**config.mk**
```make
export PLATFORM = sky130hd
export DESIGN_NAME = mont_mul
export DESIGN_NICKNAME = d
export VERILOG_FILES = /design/src/rtl/mont_mul_pkg.sv /design/src/rtl/mont_mul_step.sv /design/src/rtl/mont_mul.sv
export SDC_FILE = /design/constraint.sdc
export NUM_CORES = 1
export LEC_CHECK = 0
export ABC_AREA = 1
export BUFFER_PORTS_ARGS = -buffer_cell sky130_fd_sc_hd__buf_2
export CAP_MARGIN = 20
export CORE_MARGIN = 2
export CORE_UTILIZATION = 50
export DETAILED_ROUTE_END_ITERATION = 8
export PLACE_DENSITY = 0.69
export SETUP_SLACK_MARGIN = 0.02
export SLEW_MARGIN = 0
export SYNTH_ARGS = -nofsm -noshare
export SYNTH_HDL_FRONTEND = slang
export SYNTH_HIERARCHICAL = 1
export SYNTH_SLANG_ARGS = --single-unit
```
**constraint.sdc**
```tcl
create_clock -name clk -period 7.7 [get_ports clk]
set_clock_uncertainty 0.05 [all_clocks]
set_input_delay 0 -clock clk [delete_from_list [all_inputs] [get_ports clk]]
set_output_delay 0 -clock clk [all_outputs]
set_load 0.005 [all_outputs]
```
**src/rtl/mont_mul_pkg.sv**
```systemverilog
`default_nettype none
// ============================================================================
// Module      : mont_mul_pkg
// Description : Shared width defaults and FSM state encoding for the
//               Montgomery multiplier and the long-division conversion stage.
// Revision    : 1.0 - initial release
// ============================================================================
package mont_mul_pkg;

    localparam int unsigned C_DATA_W = 32;
    localparam int unsigned C_LEN_W  = 8;

    typedef enum logic [1:0] {
        IDLE = 2'd0,
        CALC = 2'd1,
        SUB  = 2'd2,
        DONE = 2'd3
    } mm_state_t;

endpackage
`default_nettype wire

```
**src/rtl/mont_mul_step.sv**
```systemverilog
`default_nettype none
// ============================================================================
// Module      : mont_mul_step
// Description : One radix-2 Montgomery iteration: T' = (T + a_i*B [+ N]) / 2.
// Revision    : 1.0 - initial release
// ============================================================================
module mont_mul_step
    import mont_mul_pkg::*;
#(
    parameter int DATA_W = C_DATA_W
) (
    input  logic [DATA_W+1:0] i_t,
    input  logic              i_a_bit,
    input  logic [DATA_W-1:0] i_b,
    input  logic [DATA_W-1:0] i_n,
    output logic [DATA_W+1:0] o_t
);

    logic [DATA_W+1:0] w_add_b;
    logic [DATA_W+1:0] w_add_n;

    // With T < 2N and B < N the running sum stays below 4N, so two guard bits suffice.
    always_comb begin
        w_add_b = i_t + (i_a_bit ? {2'b00, i_b} : '0);
        w_add_n = w_add_b + (w_add_b[0] ? {2'b00, i_n} : '0);
        o_t     = w_add_n >> 1;
    end

endmodule
`default_nettype wire

```
**src/rtl/mont_mul.sv**
```systemverilog
`default_nettype none
// ============================================================================
// Module      : mont_mul
// Description : Bit-serial radix-2 Montgomery multiplier, A*B*2^-len mod N.
// Revision    : 1.0 - initial release
// ============================================================================
module mont_mul
    import mont_mul_pkg::*;
#(
    parameter int DATA_W = C_DATA_W,
    parameter int LEN_W  = C_LEN_W
) (
    input  logic              clk,
    input  logic              rst,
    input  logic              mm_start,
    input  logic [LEN_W-1:0]  len,
    input  logic [DATA_W-1:0] a_in,
    input  logic [DATA_W-1:0] b_in,
    input  logic [DATA_W-1:0] modulus,
    output logic              mm_end,
    output logic [DATA_W-1:0] mm_out
);

    mm_state_t         r_state;
    mm_state_t         w_next_state;
    logic [DATA_W-1:0] r_a;
    logic [DATA_W-1:0] r_b;
    logic [DATA_W-1:0] r_n;
    logic [DATA_W+1:0] r_t;
    logic [LEN_W-1:0]  r_cnt;
    logic [DATA_W-1:0] r_out;
    logic [LEN_W-1:0]  w_len_eff;
    logic [DATA_W+1:0] w_t_step;
    logic [DATA_W+1:0] w_t_sub;

    // More iterations than operand bits would only shift zeros through A.
    always_comb begin
        w_len_eff = len;
        if (32'(len) > 32'(DATA_W)) begin
            w_len_eff = LEN_W'(DATA_W);
        end
    end

    mont_mul_step #(
        .DATA_W (DATA_W)
    ) u_step (
        .i_t     (r_t),
        .i_a_bit (r_a[0]),
        .i_b     (r_b),
        .i_n     (r_n),
        .o_t     (w_t_step)
    );

    always_comb begin
        w_t_sub = r_t;
        if (r_t >= {2'b00, r_n}) begin
            w_t_sub = r_t - {2'b00, r_n};
        end
    end

    always_ff @(posedge clk) begin
        if (rst) begin
            r_state <= IDLE;
        end else begin
            r_state <= w_next_state;
        end
    end

    always_comb begin
        w_next_state = r_state;
        case (r_state)
            IDLE: begin
                if (mm_start) begin
                    w_next_state = (w_len_eff == '0) ? SUB : CALC;
                end
            end
            CALC: begin
                if (r_cnt == LEN_W'(1)) begin
                    w_next_state = SUB;
                end
            end
            SUB:     w_next_state = DONE;
            DONE:    w_next_state = IDLE;
            default: w_next_state = IDLE;
        endcase
    end

    always_ff @(posedge clk) begin
        if (rst) begin
            r_a   <= '0;
            r_b   <= '0;
            r_n   <= '0;
            r_t   <= '0;
            r_cnt <= '0;
            r_out <= '0;
        end else begin
            case (r_state)
                IDLE: begin
                    if (mm_start) begin
                        r_a   <= a_in;
                        r_b   <= b_in;
                        r_n   <= modulus;
                        r_t   <= '0;
                        r_cnt <= w_len_eff;
                    end
                end
                CALC: begin
                    r_t   <= w_t_step;
                    r_a   <= r_a >> 1;
                    r_cnt <= r_cnt - LEN_W'(1);
                end
                SUB: begin
                    // A zero modulus has no residue class; report 0 rather than raw T.
                    r_out <= (r_n == '0) ? '0 : w_t_sub[DATA_W-1:0];
                end
                default: begin
                end
            endcase
        end
    end

    assign mm_end = (r_state == DONE);
    assign mm_out = r_out;

endmodule
`default_nettype wire

```
==> flow_metrics.env <==
export IMPL_status="completed"
export IMPL_clkTransAtPathRegs_ns=0.07
export IMPL_ir_worst_vdd_mv=0.145
export IMPL_arrival_ns=4.83
export IMPL_cap_violations=0
export IMPL_fmaxAchievable_mhz=221
export IMPL_rsz0062_at_grt="no"
export IMPL_cts_buffer_depth=2
export IMPL_setup_ws_ns=3.18
export IMPL_die_h_um=172
export IMPL_cts_root_buf="clkbuf_16"
export IMPL_vias=15439
export IMPL_cts_max_level=4
export IMPL_cts_buffers=17
export IMPL_core_area_um2=27800
export IMPL_worst_r2r_endpoint="r_t[20]"
export IMPL_die_x_um=172
export IMPL_portBuffers=139
export IMPL_period_share_pct=58.7
export IMPL_initialDrtViolationCount=1193
export IMPL_fin_crit_ns=4.52
export IMPL_post_drt_via_cell_ratio=5.35
export IMPL_power_density_nw_per_um2=237
export IMPL_r2r_start="r_a[0]"
export IMPL_die_area_um2=29600
export IMPL_hp_class="input pin to flop"
export IMPL_hold_viol=0
export IMPL_startpoint_type="flop"
export IMPL_synthToLayoutAreaGrowth_pct=19.0
export IMPL_hpwl_um=35600
export IMPL_cts_sinks=172
export IMPL_grt_max_degree=103
export IMPL_layout_commonest_cell="nand2_1"
export IMPL_p_leak_nw=8.96
export IMPL_r2r_setup_slack_ns=3.18
export IMPL_drtAntennaViolNets=0
export IMPL_start_util_pct=50.9
export IMPL_ys_ff_latch=172
export IMPL_cts_resized=0
export IMPL_cts_tree="yes"
export IMPL_final_cell_mix="nand2_1, inv_1, a21oi_1, nor2_1, dfxtp_1"
export IMPL_gp_congestion=0.982
export IMPL_synth_ff_type="dfxtp_1"
export IMPL_yosys_warnings=6
export IMPL_synthArstFlopShare_pct=0
export IMPL_io_pins=140
export IMPL_antenna_found_initial=0
export IMPL_fin_nets=2705
export IMPL_cp_max_fo=27
export IMPL_hold_start="mm_start"
export IMPL_grt_ovfl_total=0
export IMPL_diodes=0
export IMPL_worstHoldEndpoint="r_state[0]"
export IMPL_critical_path_class="flop to flop"
export IMPL_fp_row_count=61
export IMPL_hold_path_depth=5
export IMPL_worst_pin_slew_ns=1.04
export IMPL_final_fill_count=2748
export IMPL_synth_edf_count=0
export IMPL_crit_required_ns=8.02
export IMPL_track_usage_pct=31.8
export IMPL_drc_errors=0
export IMPL_synthCells=2298
export IMPL_synth_area_um2=14100
export IMPL_wl_um=47100
export IMPL_worst_setup_path_end_kind="flop"
export IMPL_synth_fp_nets=2509
export IMPL_drt_pass1_iterations=6
export IMPL_grt_first_pass_wirelength_um=73600
export IMPL_tns_ns=0
export IMPL_worst_r2r_cell_count=25
export IMPL_yosysSeqAreaShare_pct=24.4
export IMPL_wl_per_cell_um=16.3
export IMPL_ys_types=53
export IMPL_synth_avg_cell_area_um2=6.15
export IMPL_slew_headroom_pct=30.5
export IMPL_finalPower_w=0.00399
export IMPL_clk_latency_ns=0.45
export IMPL_place_ws_ns=2.77
export IMPL_drv_slew=0
export IMPL_drive_gt1_share_pct=9.46
export IMPL_setup_violations=0
export IMPL_grt_pass1_vias=14395
-- layout make-up --
class                           count  area, µm²  area share [%]
Sequential cell                   172       3440            20.5
Timing Repair Buffer              257       1890            11.2
Clock inverter                     14        229            1.36
Clock buffer                       17        425            2.53
Multi-Input combinational cell   1704       9070            54.0
Tap cell                          378        473            2.81
Inverter                          342       1280            7.63
-- flip-flops by register name, summed over array words and instances (netlist names) --
name / cells
r_t: 34
mm_out: 32
r_a: 32
r_b: 32
r_n: 32
r_cnt: 8
r_state: 2
-- per-stage QoR --
stage	cell area [µm²]	hold WS, ns	std cells	utilization [%]
after detailed placement	15000	0.206	2744	54.1
after floorplan	14100	0.111	2298	-
final	16800	0.0396	2884	60.5
after global placement	15000	0.201	2744	54.1
after CTS	16800	0.0164	2882	60.3
after global routing	16800	0.0580	2884	60.5
-- logic make-up after synthesis --
family	synth area share, %
AND/OR/NAND/NOR	33.4
XOR/XNOR	4.59
flip-flops	24.4
adder cells (fa/ha/maj)	9.37
AO/OA/AOI/OAI	16.6
other	0.0265
buffers and inverters	11.6
-- worst max path at each step --
stage	from	end	slack, ns	depth (start not counted)
after floorplan	r_a[0]	r_t[28]	3.86	30
after global placement	r_a[0]	r_t[20]	2.70	24
after detailed placement	r_a[0]	r_t[20]	2.77	24
after CTS	r_a[0]	r_t[20]	2.74	24
after global routing	r_a[0]	r_t[20]	2.87	25
final	r_a[0]	r_t[20]	3.18	25
-- power breakdown --
part / leakage (nW) / internal (W) / switching (W) / total, W
Clock: 0.313 / 0.000582 / 0.000401 / 0.000983
Sequential: 1.41 / 0.00108 / 0.000125 / 0.00120
Combinational: 7.24 / 0.000578 / 0.00123 / 0.00180
-- what timing repair did --
| action | 4_1_cts | 5_1_grt |
|---|---|---|
| buffers inserted | 0 | 0 |
| hold buffers | 107 | 0 |
| endpoints found under the hold margin | 102 | 0 |
-- synth_stat cells, types with 27 or more instances --
cell      count  area (µm²)
a21oi_1     198         991
a31oi_1      34         213
clkbuf_1     59         221
dfxtp_1     172        3440
ha_1        101        1260
inv_1       335        1260
nand2_1     627        2350
nand3_1     155         776
nand3b_1     32         240
nor2_1      193         724
o21ai_0     130         651
xnor2_1      27         236
xor2_1       47         412
-- metal layers --
| metal | track usage [%] | share of wire (%) | up-vias |
|---|---|---|---|
| li1 | - | - | 7768 |
| met2 | 51.8 | 46 | 532 |
| met1 | 43.3 | 45 | 7065 |
| met5 | 0 | 0 | - |
| met3 | 4.76 | 6.6 | 74 |
| met4 | 10.0 | 2.5 | 0 |
-- critical path, stage by stage (launching register included) --
cell     delay, ns
dfxtp_1       0.50
buf_16        0.21
nand2_1       0.07
inv_1         0.05
ha_1          0.30
inv_1         0.09
fa_1          0.40
inv_1         0.07
nand2_1       0.04
nand2_1       0.06
nand3_1       0.08
nand2_1       0.14
nand2_1       0.09
nand2_2       0.13
a21oi_1       0.10
xnor2_1       0.17
ha_1          0.38
nand2_1       0.14
nor2_1        0.13
inv_1         0.09
nor3_1        0.23
nand3_1       0.10
o21ai_0       0.35
xor2_1        0.17
nand3_1       0.10
a21oi_1       0.17
(Power assumes the default switching activity.)
